--- config.mk ---
export PLATFORM = sky130hd
export DESIGN_NAME = ibex_rf_wr_arbiter
export DESIGN_NICKNAME = d
export VERILOG_FILES = /design/src/rtl/ibex_pkg.sv /design/src/rtl/ibex_rf_wr_arbiter.sv
export SDC_FILE = /design/constraint.sdc
export NUM_CORES = 1
export LEC_CHECK = 0
export BUFFER_PORTS_ARGS = -buffer_cell sky130_fd_sc_hd__buf_2
export CORE_ASPECT_RATIO = 1.1
export CORE_MARGIN = 2
export CORE_UTILIZATION = 31
export DETAILED_ROUTE_END_ITERATION = 16
export PLACE_DENSITY = 0.8
export SYNTH_ARGS = -nofsm -noshare
export SYNTH_HDL_FRONTEND = slang
export SYNTH_SLANG_ARGS = --single-unit
--- constraint.sdc ---
create_clock -name clk_i -period 1.7 [get_ports clk_i]
set_input_delay 0 -clock clk_i [delete_from_list [all_inputs] [get_ports clk_i]]
set_output_delay 0 -clock clk_i [all_outputs]
set_load 0.01 [all_outputs]
--- src/rtl/ibex_pkg.sv ---
// Shared types for the register-file write arbiter.
package ibex_pkg;

    typedef enum logic {
        RfArbClear = 1'b0,
        RfArbRun   = 1'b1
    } rf_arb_state_e;

endpackage

--- src/rtl/ibex_rf_wr_arbiter.sv ---
// Arbitrates the single register-file write port between writeback and late LSU loads,
// and zeroes the register file after reset or on request.
module ibex_rf_wr_arbiter
    import ibex_pkg::*;
#(
    parameter bit          RV32E       = 1'b0,
    parameter int unsigned DataWidth   = 32,
    parameter int unsigned StarveLimit = 3
) (
    input  logic                 clk_i,
    input  logic                 rst_ni,
    input  logic                 clear_req_i,

    input  logic                 wb_we_i,
    input  logic [4:0]           wb_waddr_i,
    input  logic [DataWidth-1:0] wb_wdata_i,
    output logic                 wb_ready_o,

    input  logic                 lsu_req_i,
    input  logic [4:0]           lsu_waddr_i,
    input  logic [DataWidth-1:0] lsu_wdata_i,
    output logic                 lsu_gnt_o,

    output logic                 rf_we_o,
    output logic [4:0]           rf_waddr_o,
    output logic [DataWidth-1:0] rf_wdata_o,
    output logic                 init_done_o
);

    localparam int unsigned NumWords    = RV32E ? 16 : 32;
    localparam int unsigned AddrWidth   = $clog2(NumWords);
    localparam int unsigned StarveWidth = (StarveLimit > 0) ? $clog2(StarveLimit + 1) : 1;

    rf_arb_state_e          state_q;
    logic [AddrWidth-1:0]   clr_cnt_q;
    logic [StarveWidth-1:0] starve_q;

    logic run;
    logic clr_last;
    logic starved;
    logic wb_win;
    logic lsu_win;

    assign run      = rst_ni && (state_q == RfArbRun);
    assign clr_last = (clr_cnt_q == AddrWidth'(NumWords - 1));
    assign starved  = (starve_q == StarveWidth'(StarveLimit));
    assign wb_win   = run && wb_we_i && !starved;
    assign lsu_win  = run && lsu_req_i && !wb_win;

    // Outputs are gated by rst_ni so they read zero for the whole reset cycle.
    always_comb begin
        wb_ready_o  = 1'b0;
        lsu_gnt_o   = 1'b0;
        rf_we_o     = 1'b0;
        rf_waddr_o  = '0;
        rf_wdata_o  = '0;
        init_done_o = 1'b0;
        if (rst_ni) begin
            if (state_q == RfArbClear) begin
                rf_we_o    = 1'b1;
                rf_waddr_o = 5'(clr_cnt_q);
            end else begin
                init_done_o = 1'b1;
                wb_ready_o  = !starved;
                lsu_gnt_o   = lsu_win;
                if (wb_win) begin
                    rf_we_o    = 1'b1;
                    rf_waddr_o = wb_waddr_i;
                    rf_wdata_o = wb_wdata_i;
                end else if (lsu_win) begin
                    rf_we_o    = 1'b1;
                    rf_waddr_o = lsu_waddr_i;
                    rf_wdata_o = lsu_wdata_i;
                end
            end
        end
    end

    always_ff @(posedge clk_i) begin
        if (!rst_ni) begin
            state_q   <= RfArbClear;
            clr_cnt_q <= AddrWidth'(1);
            starve_q  <= '0;
        end else begin
            case (state_q)
                RfArbClear: begin
                    clr_cnt_q <= clr_cnt_q + AddrWidth'(1);
                    starve_q  <= '0;
                    if (clr_last) begin
                        state_q <= RfArbRun;
                    end
                end
                default: begin
                    if (clear_req_i) begin
                        state_q   <= RfArbClear;
                        clr_cnt_q <= AddrWidth'(1);
                    end
                    if (!lsu_req_i || lsu_win) begin
                        starve_q <= '0;
                    end else if (!starved) begin
                        starve_q <= starve_q + StarveWidth'(1);
                    end
                end
            endcase
        end
    end

endmodule

Word-level counts from Yosys, hierarchy flattened
Cells that the tools add are included.
{ "totals": {"input_bits": 79, "word_cells": 43, "regBits": 8, "output_inout_bits": 41} }
{ "op_classes": {"n_reduce_logical": 10, "n_mux": 23, "addsub": 2, "eq_ne": 3, "n_bitwise": 2} }
{ "ops": {"columns": ["cell", "n"], "rows": [
  ["$mux 32", 4],
  ["$mux 5", 6],
  ["$mux 1", 13],
  ["$add 5x1->5 const B", 1],
  ["$eq 5x5->1 const B", 1],
  ["$logic_and 1x1->1", 5],
  ["$logic_not 1->1", 3],
  ["$reduce_or 3->1", 1],
  ["$add 2x1->2 const B", 1],
  ["$eq 2x2->1 const B", 1],
  ["$ne 2x2->1 const B", 1],
  ["$not 1->1", 2],
  ["$logic_or 1x1->1", 1]
]} }

Depth between registers and ports, before layout
{ "logic_depth": {"depth_word": 9, "ltp_mapped": 6, "depth_no_buf": 5} }

Least setup slack after synthesis
No wires, ideal clock.
{ "synth_timing": {"kind": "reg-to-reg", "from": "register clr_cnt_q[0]", "to": "register clr_cnt_q[4]", "arrival_ns": 1.212, "synth_period_minus_slack_ns": 1.327, "path_buffers": 0, "path_stages_with_launch": 6, "setup_ns": 0.115, "required_time_ns": 1.585, "slack_ns": 0.373, "path_cell_list": "dfxtp_1 ha_1 and3_1 ha_1 o2bb2ai_1 and2_1"} }
{ "synth_via": {"elab_chain_cells": 2} }
{ "synth_rtl": {"columns": ["item", "line", "text"], "rows": [
  ["start: declaration", "ibex_rf_wr_arbiter.sv:35", "logic [AddrWidth-1:0] clr_cnt_q;"],
  ["start signal: assignment", "ibex_rf_wr_arbiter.sv:82", "clr_cnt_q <= AddrWidth'(1);"],
  ["start signal: assignment", "ibex_rf_wr_arbiter.sv:87", "clr_cnt_q <= clr_cnt_q + AddrWidth'(1);"],
  ["start signal: assignment", "ibex_rf_wr_arbiter.sv:96", "clr_cnt_q <= AddrWidth'(1);"],
  ["$add 5x1->5", "ibex_rf_wr_arbiter.sv:87", null],
  ["$mux 5", "ibex_rf_wr_arbiter.sv:85", "case (state_q)"]
]} }
Every way passes these cells.
A chain may end at the register's enable or synchronous reset.

Worst setup path in the final report
{ "layout_timing": {"from": "register starve_q[0]", "to": "output rf_wdata_o[11]"} }
{ "layout_via": {"elab_chain_cells": 9} }
{ "layout_rtl": {"columns": ["item", "line", "text"], "rows": [
  ["start: declaration", "ibex_rf_wr_arbiter.sv:36", "logic [StarveWidth-1:0] starve_q;"],
  ["start signal: assignment", "ibex_rf_wr_arbiter.sv:101", "starve_q <= starve_q + StarveWidth'(1);"],
  ["$eq 2x2->1 (*)", "ibex_rf_wr_arbiter.sv:46", "assign starved = (starve_q == StarveWidth'(StarveLimit));"],
  ["$logic_not 1->1 (*)", null, null],
  ["$logic_and 1x1->1 (*)", "ibex_rf_wr_arbiter.sv:47", "assign wb_win = run && wb_we_i && !starved;"],
  ["$logic_not 1->1", "ibex_rf_wr_arbiter.sv:48", "assign lsu_win = run && lsu_req_i && !wb_win;"],
  ["$logic_and 1x1->1", "ibex_rf_wr_arbiter.sv:48", null],
  ["$mux 32", "ibex_rf_wr_arbiter.sv:70", "end else if (lsu_win) begin"],
  ["$mux 32 (*)", "ibex_rf_wr_arbiter.sv:66", "if (wb_win) begin"],
  ["$mux 32 (*)", "ibex_rf_wr_arbiter.sv:59", "if (state_q == RfArbClear) begin"],
  ["$mux 32 (*)", "ibex_rf_wr_arbiter.sv:58", "if (rst_ni) begin"],
  ["end: declaration", "ibex_rf_wr_arbiter.sv:26", "output logic [DataWidth-1:0] rf_wdata_o,"]
]} }
Every way passes the cells marked *; elsewhere a longest branch is shown, timed or not.

==> out/qor.txt <==
DIE WIDTH: 55.4 um
CTS buffer count: 3
count of standard-cell rows: 20
Worst Setup End Kind: output pin
Initial Utilization: 32.4%
layout cells sized above 1: 61.4%
Synthesis Warnings: 0
initial antenna violation count: 0
dpl cells: 248
HP Class: input port to register
Reg clk slew, reported paths: 0.05 ns
Post-synth EDFFs: 0
H-tree depth: 1
max cap viols: 0
path type of the worst setup path: register to output pin
Post-Synthesis Cells: 106
syn nets: 188
Placed Instance Area: 1450 um^2
synthesized area: 900 um^2
RSZ-0062 raised after global routing: false
CTS max path bufs: 2
gr usage total: 21.5%
Synth Register Bits: 8
CTS sink count: 8
clock latency on the worst-skew pair: 0.26 ns
Worst Path Arrival: 1.65 ns
Req. time, crit path: 1.70 ns
CTS tree: built
Pre-antenna DRT Iters: 4
final worst path period share: 97.1%
startpoint types: register
dominant cell type by area after synthesis: a22o_1
most common cell in the synthesized netlist: a22o_1
I/O Buffers: 119
setup TNS: 0 ns
Top FF cell, synth: dfxtp_1
Final Instance Area: 1590 um^2
DR vias/cell: 5.39
ANT nets after route: 0
max-slew violation count: 0
Ports: 120
Ant. Diodes: 0
# setup viols final: 0
Slew HR: 77.1%
total gr overflow: 0
largest net degree at the start of global routing: 37
outcome: finished clean
cell area power density: 318 nW/um^2
Crit Path Max Fanout: 18
area of the die: 3350 um^2
GPL Wtd Cong: 0.787
clk_skew: 0.000309 ns
layout net count: 307
Peak VDD IR: 0.294 mV
Fill cells: 277
height of the die: 60.5 um
Leak: 0.915 nW
Syn Area/Cell: 8.49 um^2
DR vias: 1,380
vias in the first global route: 1,304
area grow syn2layout: 76.6%
Area contributors post-synth: a22o_1, dfxtp_1, a21oi_1
final setup margin: 0.0494 ns
Tmin final: 1.65 ns
Worst Max-Slew Pin Slew: 0.343 ns
detailed router's first-iteration violation count: 117
wire length per cell: 16.2 um
top cell type's share of synthesized area: 31.2%
first-pass GRT wire length: 5.75 mm
total core area: 2780 um^2
register area share after synthesis: 17.8%
Root Buffer: clkbuf_4
most instantiated cells after synthesis: a22o_1, a21oi_1, dfxtp_1, nand2_1, nand4_1
Fin. Hold Viols: 0
DP HPWL: 2.99 mm
Yosys cell types: 31
Place WS: 0.175 ns
Fmax: 606 MHz
Post-route DRC: 0
final WL: 4.14 mm
final non-filler cell total: 256
Async S/R FF share, synth: 0%
## metrics by stage
stage                     util [%]  hold slack [ns]  total power, W
after CTS                     53.6           0.0405        0.000507
after floorplan                  -            0.114        0.000250
after detailed placement      52.3            0.292        0.000356
final                         57.2           0.0353        0.000505
after global routing          57.2           0.0524        0.000539
after global placement        52.3            0.293        0.000353
## worst max-delay path, stage by stage (launching register included)
cell and delay, ns:
dfxtp_2 0.34, ha_4 0.16, and4b_4 0.41, clkbuf_16 0.20, a22o_1 0.14, buf_2 0.13
## where the power goes
| group | leakage [nW] | switching, W | internal [W] |
|---|---|---|---|
| combinational | 0.835 | 0.0000597 | 0.0000894 |
| clock | 0.0138 | 0.0000683 | 0.0000810 |
| sequential | 0.0663 | 0.0000102 | 0.000196 |
| total | 0.915 | 0.000138 | 0.000366 |
## routing by layer
layer  track usage, %  vias up  share of wire [%]
met3             4.05        8                6.7
met5                0        -                  0
li1                 -      662                  -
met4             10.1        0                2.1
met1             23.2      641                 39
met2             41.2       69                 52
## state kept, by name (all words and copies together) (netlist names)
name,count
clr_cnt_q,5
starve_q,2
state_q,1
## repair_timing
| action | in CTS | in global routing |
|---|---|---|
| setup endpoints to repair | 33 | 10 |
| buffers inserted | 0 | 1 |
| pin swaps | 1 | 1 |
| cloned | 1 | 3 |
| gates resized for setup | 2 | 5 |
| hold buffers | 0 | 0 |
## layout make-up
cell class,instances,area (um^2),share of cell area (%)
flip-flops and latches,8,163,10.2
multi-input cells,85,649,40.9
inverters,2,7.51,0.472
well taps,33,41.3,2.60
repair buffers,125,706,44.4
clock buffers,3,22.5,1.42
## cells in the final DEF (no fill, tap or decap), drive strengths merged
master,instances
a221o,1
nand4,5
and3,3
clkbuf,6
a21oi,9
and4,2
ha,3
a31oi,1
dfxtp,8
buf,122
o21ai,6
and2,2
o2bb2ai,2
o31a,1
nor2,4
and4b,1
nand2,5
nand3b,1
and3b,1
mux2,1
a21boi,2
inv,2
nor2b,2
a22o,32
nand2b,1
## worst paths after layout
path,startpoint,end,slack (ns),cells past startpoint
setup / recovery,starve_q[0],rf_wdata_o[11],0.05,5
hold / removal,lsu_req_i,starve_q[0],0.04,3
setup reg to reg,clr_cnt_q[0],clr_cnt_q[4],0.28,5
hold reg to reg,starve_q[0],starve_q[0],0.45,1
## kinds of logic (layout without fill, tap and decap cells)
kind of cell	after synthesis	in the layout	share of synthesized area (%)
buffers and inverters	14	130	13.1
AND/OR/NAND/NOR	26	27	17.8
adder cells (fa/ha/maj)	3	3	4.17
flip-flops	8	8	17.8
AO/OA/AOI/OAI	54	54	45.9
multiplexers	1	1	1.25
No activity file was read; power rests on OpenSTA's default activity.
